File: src/rtl/mitchell_antilog_serial.sv
// Serial Mitchell antilog: turns a log-domain operand (characteristic k, fraction f)
// into floor({1,f} * 2**k / 2**FRAC_W) using one left shift per cycle.
module mitchell_antilog_serial #(
  parameter int FRAC_W = 7,
  parameter int CHAR_W = 4,
  parameter int OUT_W  = 2 ** CHAR_W
) (
  input  logic              clk,
  input  logic              rst,
  input  logic              in_valid,
  output logic              in_ready,
  input  logic [CHAR_W-1:0] in_char,
  input  logic [FRAC_W-1:0] in_frac,
  input  logic              in_zero,
  output logic              out_valid,
  input  logic              out_ready,
  output logic [OUT_W-1:0]  out_data,
  output logic [1:0]        dbg_state
);

  // Handshakes: a transfer happens on a rising edge where valid and ready are both 1.
  // in_ready is high only in IDLE; out_valid rises on entry to DONE and stays high,
  // with out_data stable, until the edge where out_ready is sampled high.

  localparam int WORK_W = FRAC_W + OUT_W;

  typedef enum logic [1:0] {
    IDLE  = 2'd0,
    SHIFT = 2'd1,
    DONE  = 2'd2
  } state_t;

  state_t              state;
  logic [WORK_W-1:0]   work;
  logic [CHAR_W-1:0]   count;

  always_ff @(posedge clk or posedge rst) begin
    if (rst) begin
      state     <= IDLE;
      work      <= '0;
      count     <= '0;
      out_valid <= 1'b0;
    end else begin
      case (state)
        IDLE: begin
          if (in_valid) begin
            // Hidden leading one sits just above the fraction.
            work  <= in_zero ? '0 : {{(OUT_W-1){1'b0}}, 1'b1, in_frac};
            count <= in_char;
            if (in_zero || (in_char == '0)) begin
              state     <= DONE;
              out_valid <= 1'b1;
            end else begin
              state <= SHIFT;
            end
          end
        end
        SHIFT: begin
          work  <= {work[WORK_W-2:0], 1'b0};
          count <= count - CHAR_W'(1);
          if (count == CHAR_W'(1)) begin
            state     <= DONE;
            out_valid <= 1'b1;
          end
        end
        DONE: begin
          if (out_ready) begin
            state     <= IDLE;
            out_valid <= 1'b0;
          end
        end
        default: begin
          state     <= IDLE;
          out_valid <= 1'b0;
        end
      endcase
    end
  end

  assign in_ready  = (state == IDLE);
  assign out_data  = work[WORK_W-1:FRAC_W];
  assign dbg_state = state;

endmodule
File: config.mk
export PLATFORM = sky130hd
export DESIGN_NAME = mitchell_antilog_serial
export DESIGN_NICKNAME = d
export VERILOG_FILES = /design/src/rtl/mitchell_antilog_serial.sv
export SDC_FILE = /design/constraint.sdc
export NUM_CORES = 1
export LEC_CHECK = 0
export ABC_CLOCK_PERIOD_IN_PS = 1300
export BUFFER_PORTS_ARGS = -buffer_cell sky130_fd_sc_hd__buf_2
export CAP_MARGIN = 20
export CORE_MARGIN = 2
export CORE_UTILIZATION = 38
export CTS_BUF_LIST = sky130_fd_sc_hd__clkbuf_8
export DETAILED_ROUTE_END_ITERATION = 8
export GPL_ROUTABILITY_DRIVEN = 1
export GPL_TIMING_DRIVEN = 0
export PLACE_DENSITY = 0.74
export SLEW_MARGIN = 20
export SYNTH_ARGS = -nofsm -noshare
export SYNTH_HDL_FRONTEND = slang
export SYNTH_SLANG_ARGS = --single-unit
File: constraint.sdc
create_clock -name clk -period 1.3 [get_ports clk]
set_input_delay 0.26 -clock clk [delete_from_list [all_inputs] [get_ports clk]]
set_output_delay 0.26 -clock clk [all_outputs]
set_load 0.1 [all_outputs]
==> reports/metrics.yaml, run 1 <==
run_status:
  status: "complete, but fails checks"
  violations: "negative setup slack"
timing:
  setup_ws_ns: -0.253
  period_needed_ns: 1.55
  fin_crit_sh: 1.19
  final-setup-viol-count: 30
  hold_violations: 0
  drv_slew: 0
  fmax_mhz: 644
  finalClockSkew_ns: 0.00254
  tightest_slew_ns: 0.637
  rsz0062_at_grt: "true"
  max-slew-margin-rel: 0.571
layout:
  insertedDiodeCount: 0
  n_fill_cell: 288
  final_cell_count_no_fill: 244
  multiInputGateArea_um2: 607
  drive_gt1_frac: 0.531
  fin_nets: 213
  register_area_um2: 757
  area_growth_pct: 50.0
global_route:
  first_global_vias: 1327
  grt_max_degree: 19
  antenna_found_initial: 0
  grt_use_total: 0.175
  grt_pass1_wl_um: 5870
  grt-ovfl-total: 0
clock_tree:
  hold_buffers: 0
  htreeDepth: 2
  clk_path_buf_depth: 2
  root_buffer: "clkbuf_8"
  path_clk_slew_ns: 0.07
  cts_sinks: 30
  clock_latency_ns: 0.28
  cts_tree: "yes"
  cts_inserted_buffers: 5
routing:
  firstDrtPassIters: 4
  drt_iter0_markers: 62
  via_count: 1266
  viasPerCell: 5.19
  drc_errors: 0
  finalWirelength_um: 3600
  ant_nets: 0
  routedWlPerCell_um: 14.8
setup_path:
  reg2reg_slack_ns: -0.22
  setup.worst_path.start_class: "register"
  critPathLaunch: "dbg_state[0]$_DFFE_PP0P_"
  reg2reg_from: "dbg_state[0]$_DFFE_PP0P_"
  path_max_fanout: 2
  reg2reg_depth: 7
  cp.arrival_ns: 1.29
  crit_type: "register to output port"
  cp.required_ns: 1.04
  cp-end-kind: "output port"
  worstReg2RegEnd: "count[1]$_DFFE_PP0P_"
logic_synthesis:
  synthDistinctLibCells: 35
  synth_area_um2: 1490
  avgSynthCellArea_um2: 10.9
  synthTopCellsByArea: "dfrtp_1 (51%), a22o_1 (8.8%), buf_4 (8.6%), a32oi_1 (2.9%), buf_2 (2.7%)"
  ys_seq_area_frac: 0.505
  synth_top_cell_area_share: 0.505
  synthCells: 136
  ys_warn_count: 0
  ys_seq_elements: 30
  synth_top_cell_by_area: "dfrtp_1"
  synth_fp_nets: 154
power:
  p_leak_nw: 1.09
  power_density_nw_per_um2: 2520
  finalPower_mw: 5.61
  ir_drop_v: 0.00112
floorplanning:
  die_area_um2: 4420
  die_h_um: 66.5
  core_area_um2: 3720
  initial_core_util: 0.400
  fp.dieW_um: 66.5
  num_rows: 22
  pin_count: 36
placed_design:
  gp_congestion: 0.804
  numPortBuffers: 35
  place_ws_ns: -0.209
  dp_hpwl_um: 2240
  dp_cells: 220
min_path:
  min_path_type: "input pin to async pin"
flow_run:
  drv_cap: 0
per-layer routing:
layer / up-vias / share of wire / GRT usage
met4: 0 / 0.033 / 0.0995
met5: - / 0 / 0
met1: 610 / 0.41 / 0.204
met2: 36 / 0.53 / 0.293
met3: 15 / 0.031 / 0.0439
li1: 605 / - / -
placed cells by master (no fill, tap or decap), types with 2 or more instances in the layout:
cell	synthesis	layout
buf_4	17	33
a2bb2oi_2	0	2
dfrtp_1	30	27
a21oi_1	5	2
o211ai_1	2	2
o21ai_0	8	8
inv_1	6	4
clkbuf_8	0	6
mux2i_1	2	2
a32oi_1	5	5
buf_2	8	16
nand2_1	10	10
a21oi_2	0	2
dfrtp_2	0	2
a22o_1	15	15
inv_2	0	2
ha_1	2	2
buf_8	0	5
buf_6	0	21
worst max path at each step:
stage	to	slack, ns	cells past startpoint
2_1_floorplan	dbg_state[1]$_DFFE_PP0P_	-0.43	5
4_1_cts	in_ready	-0.26	4
5_1_grt	in_ready	-0.29	4
3_5_place_dp	in_ready	-0.21	4
3_3_place_gp	in_ready	-0.20	4
6_report	in_ready	-0.25	4
layout make-up:
cell class,count,area share
flip-flops and latches,30,0.340
multi-input cells,75,0.272
repair buffers,52,0.206
plain buffers,25,0.103
clock buffers,6,0.0371
well taps,48,0.0270
inverters,6,0.0101
clock inverters,2,0.00561
Yosys cell counts:
cell / count
nor4_1: 1
nor3b_1: 1
ha_1: 2
o21ai_0: 8
nand2b_1: 1
o21bai_4: 1
nor2_1: 2
a22oi_1: 1
a221o_1: 1
o211ai_1: 2
and3b_1: 1
and2b_2: 1
a21oi_1: 5
a211oi_1: 1
o32a_1: 1
nand3_1: 1
a31oi_1: 1
nor2b_1: 2
nand2_1: 10
a22o_1: 15
buf_2: 8
a32oi_1: 5
buf_4: 17
mux2i_1: 2
or3b_1: 1
dfrtp_1: 30
nand3b_1: 1
or4b_1: 1
nand2b_2: 1
or3_1: 1
o22a_1: 1
o221ai_1: 1
a2bb2oi_1: 2
inv_1: 6
o31ai_1: 1
sequential cells by signal (all words and copies together) (netlist names):
| signal | flops |
|---|---|
| work | 23 |
| count | 4 |
| dbg_state | 2 |
| out_valid | 1 |
where the power goes:
group | switching (mW) | internal (mW)
clock | 0.358 | 0.425
combinational | 1.99 | 1.44
sequential | 0.200 | 1.21
cell families after synthesis:
group | after synthesis | synth area share
multiplexers | 2 | 0.0135
AO/OA/AOI/OAI | 46 | 0.241
flip-flops | 30 | 0.505
adder cells (fa/ha/maj) | 2 | 0.0168
AND/OR/NAND/NOR | 25 | 0.0952
buffers and inverters | 31 | 0.128
stage by stage:
| step | hold WS (ns) | instance area [µm²] | utilization | TNS [ns] |
|---|---|---|---|---|
| 3_3_place_gp | 0.457 | 1760 | 0.474 | -1.91 |
| 3_5_place_dp | 0.347 | 1790 | 0.481 | -2.09 |
| 4_1_cts | 0.0498 | 2130 | 0.573 | -5.14 |
| 6_report | 0.0280 | 2230 | 0.600 | -5.69 |
| 5_1_grt | 0.0748 | 2230 | 0.600 | -7.36 |
| 2_1_floorplan | 0.351 | 1530 | - | -6.70 |
critical path, cell delays in order (launching register included):
cell and delay, ns:
dfrtp_4 0.48, buf_6 0.13, buf_8 0.11, nor2_4 0.10
buf_12 0.18
what timing repair did:
item / in CTS / in global routing
setup buffers: 12 / 4
pin swaps: 3 / 3
endpoints found under the setup margin: 45 / 40
cloned: 0 / 0
resized for setup: 48 / 19
No activity file was read; power rests on OpenSTA's default activity.
==> run 2, diff against run 1 <==
Settings changed: ABC_CLOCK_PERIOD_IN_PS 1300 to default, PLACE_DENSITY 0.74 to default, PLACE_DENSITY_LB_ADDON from default to 0.2.
==> run 2 against run 1 <==
Compared with the run above:
- the run still ends with negative setup slack left
- non-clock buffer count down 1
- final area decreased by 1.0%
- routed wire length shrank 0.47%
- critical path type unchanged
- sequential cell count did not move
- utilization shrank 0.61 points
==> reports/metrics.yaml, run 2 (synthesized netlist as in run 1, its figures left out) <==
placed_design:
  dp_cells: 219  # -0.45%
  dp_hpwl_um: 2170  # -3.4%
  gp_congestion: 0.762  # -5.2%
  numPortBuffers: 35  # unchanged
clock_tree:
  cts_inserted_buffers: 5  # unchanged
  cts_sinks: 30  # unchanged
  cts_tree: "yes"
  htreeDepth: 2  # unchanged
  clock_latency_ns: 0.28  # about the same
  root_buffer: "clkbuf_8"
  clk_path_buf_depth: 2  # unchanged
  path_clk_slew_ns: 0.07  # about the same
timing:
  finalClockSkew_ns: 0.00672  # +0.00418 ns
  tightest_slew_ns: 0.631  # -0.00653 ns
  fmax_mhz: 649  # +0.79%
  final-setup-viol-count: 31  # +3.3%
  fin_crit_sh: 1.19  # -0.00931
  hold_violations: 0  # unchanged
  rsz0062_at_grt: "true"
  period_needed_ns: 1.54  # -0.0121 ns
  drv_slew: 0  # unchanged
  setup_ws_ns: -0.241  # +0.0121 ns
  hold_ws_ns: 0.0517  # +0.0237 ns
  max-slew-margin-rel: 0.579  # +0.00766
floorplanning:
  fp.dieW_um: 66.5  # unchanged
  pin_count: 36  # unchanged
  initial_core_util: 0.400  # unchanged
  die_h_um: 66.5  # unchanged
  die_area_um2: 4420  # unchanged
  core_area_um2: 3720  # unchanged
  num_rows: 22  # unchanged
routing:
  drc_errors: 0  # unchanged
  via_count: 1274  # +0.63%
  viasPerCell: 5.24  # +1.0%
  drt_iter0_markers: 74  # +19%
  finalWirelength_um: 3580  # -0.47%
  ant_nets: 0  # unchanged
  routedWlPerCell_um: 14.7  # about the same
  firstDrtPassIters: 4  # unchanged
global_route:
  grt_pass1_wl_um: 5660  # -3.6%
  grt_use_total: 0.174  # -0.00101
  grt_max_degree: 31  # +12
  grt-ovfl-total: 0  # unchanged
  antenna_found_initial: 0  # unchanged
  first_global_vias: 1200  # -9.6%
layout:
  area_growth_pct: 48.5
  largest_reg_flops: 23  # unchanged
  n_fill_cell: 331  # +15%
  drive_gt1_frac: 0.513  # -0.0178
  final_cell_mix: "buf_4 (28), dfrtp_1 (27), buf_6 (23)"
  fin_nets: 212  # -0.47%
  largest-register: "work"
  final_common_cell: "buf_4"
  insertedDiodeCount: 0  # unchanged
  final_cell_count_no_fill: 243  # -0.41%
flow_run:
  drv_cap: 0  # unchanged
setup_path:
  cp.required_ns: 1.04  # about the same
  cp.arrival_ns: 1.28  # about the same
  path_max_fanout: 2  # unchanged
  cp-end-kind: "output port"
  crit_type: "register to output port"
  setup.worst_path.start_class: "register"
power:
  power_density_nw_per_um2: 2580  # +2.5%
  ir_drop_v: 0.00129  # +16%
  p_leak_nw: 1.09  # -0.24%
min_path:
  min_path_type: "input pin to async pin"
run_status:
  status: "complete, but fails checks"
  violations: "negative setup slack"
==> run 2: cell count changes in the layout (fill, tap and decap cells not counted), sizes merged <==
cell / delta
buf: -1
inv: +2
clkbuf: -1
clkinvlp: -1
clkinv: -1
bufinv: +1
==> run 2: timing repair <==
| item | 4_1_cts | 5_1_grt |
|---|---|---|
| endpoints found under the setup margin | 45 | 39 |
| gates cloned | 4 | 0 |
| buffers inserted | 8 | 4 |
| hold buffers | 0 | 0 |
| resized for setup | 56 | 19 |
| pin swaps | 3 | 3 |
==> run 2: power by group <==
group	internal, mW	switching (mW)	leakage (nW)	total (mW)
sequential	1.21	0.217	0.392	1.42
clock	0.557	0.348	0.0607	0.905
combinational	1.40	1.96	0.637	3.37
==> run 2: layout make-up <==
| cell class | instances | area, µm² | share of cell area |
|---|---|---|---|
| Sequential cell | 30 | 757 | 0.343 |
| Multi-Input combinational cell | 75 | 596 | 0.270 |
| Timing Repair Buffer | 51 | 435 | 0.197 |
| Buffer | 25 | 229 | 0.104 |
| Clock buffer | 5 | 68.8 | 0.0312 |
| Tap cell | 48 | 60.1 | 0.0272 |
| Clock inverter | 3 | 37.5 | 0.0170 |
| Inverter | 6 | 22.5 | 0.0102 |
==> run 2: path summary, 6_finish.rpt <==
path                                     startpoint                  endpoint  slack, ns  cells past startpoint
max                        dbg_state[0]$_DFFE_PP0P_                  in_ready      -0.24                      4
min                                             rst      work[16]$_DFFE_PP0P_       0.05                      2
max reg2reg                dbg_state[0]$_DFFE_PP0P_      count[0]$_DFFE_PP0P_      -0.22                      5
min reg2reg                     work[6]$_DFFE_PP0P_       work[6]$_DFFE_PP0P_       0.48                      2
max in group asynchronous                       rst  dbg_state[0]$_DFFE_PP0P_       0.77                      2
min in group clk                         in_char[0]      count[0]$_DFFE_PP0P_       0.25                      2
==> run 2: critical path: stages (launching register included) <==
cell and delay [ns]:
dfrtp_4 0.48, buf_8 0.13, buf_8 0.11, nor2_4 0.10, buf_12 0.18
==> run 2: per-stage QoR <==
step | TNS, ns | util | power (mW) | worst slack [ns] | instance area (µm²)
floorplan | -6.70 | - | 3.50 | -0.429 | 1530
global placement | -2.53 | 0.474 | 3.89 | -0.200 | 1760
detailed placement | -2.12 | 0.474 | 3.93 | -0.204 | 1760
CTS | -4.15 | 0.567 | 5.46 | -0.269 | 2110
global route | -5.53 | 0.594 | 6.00 | -0.283 | 2210
finish | -4.11 | 0.594 | 5.70 | -0.241 | 2210
==> run 2: metal layers <==
metal / routed length (µm) / track usage / vias up
met5: 0 / 0 / -
met4: 83 / 0.0842 / 0
met3: 162 / 0.0574 / 10
met2: 1710 / 0.263 / 31
met1: 1630 / 0.225 / 633
li1: - / - / 600
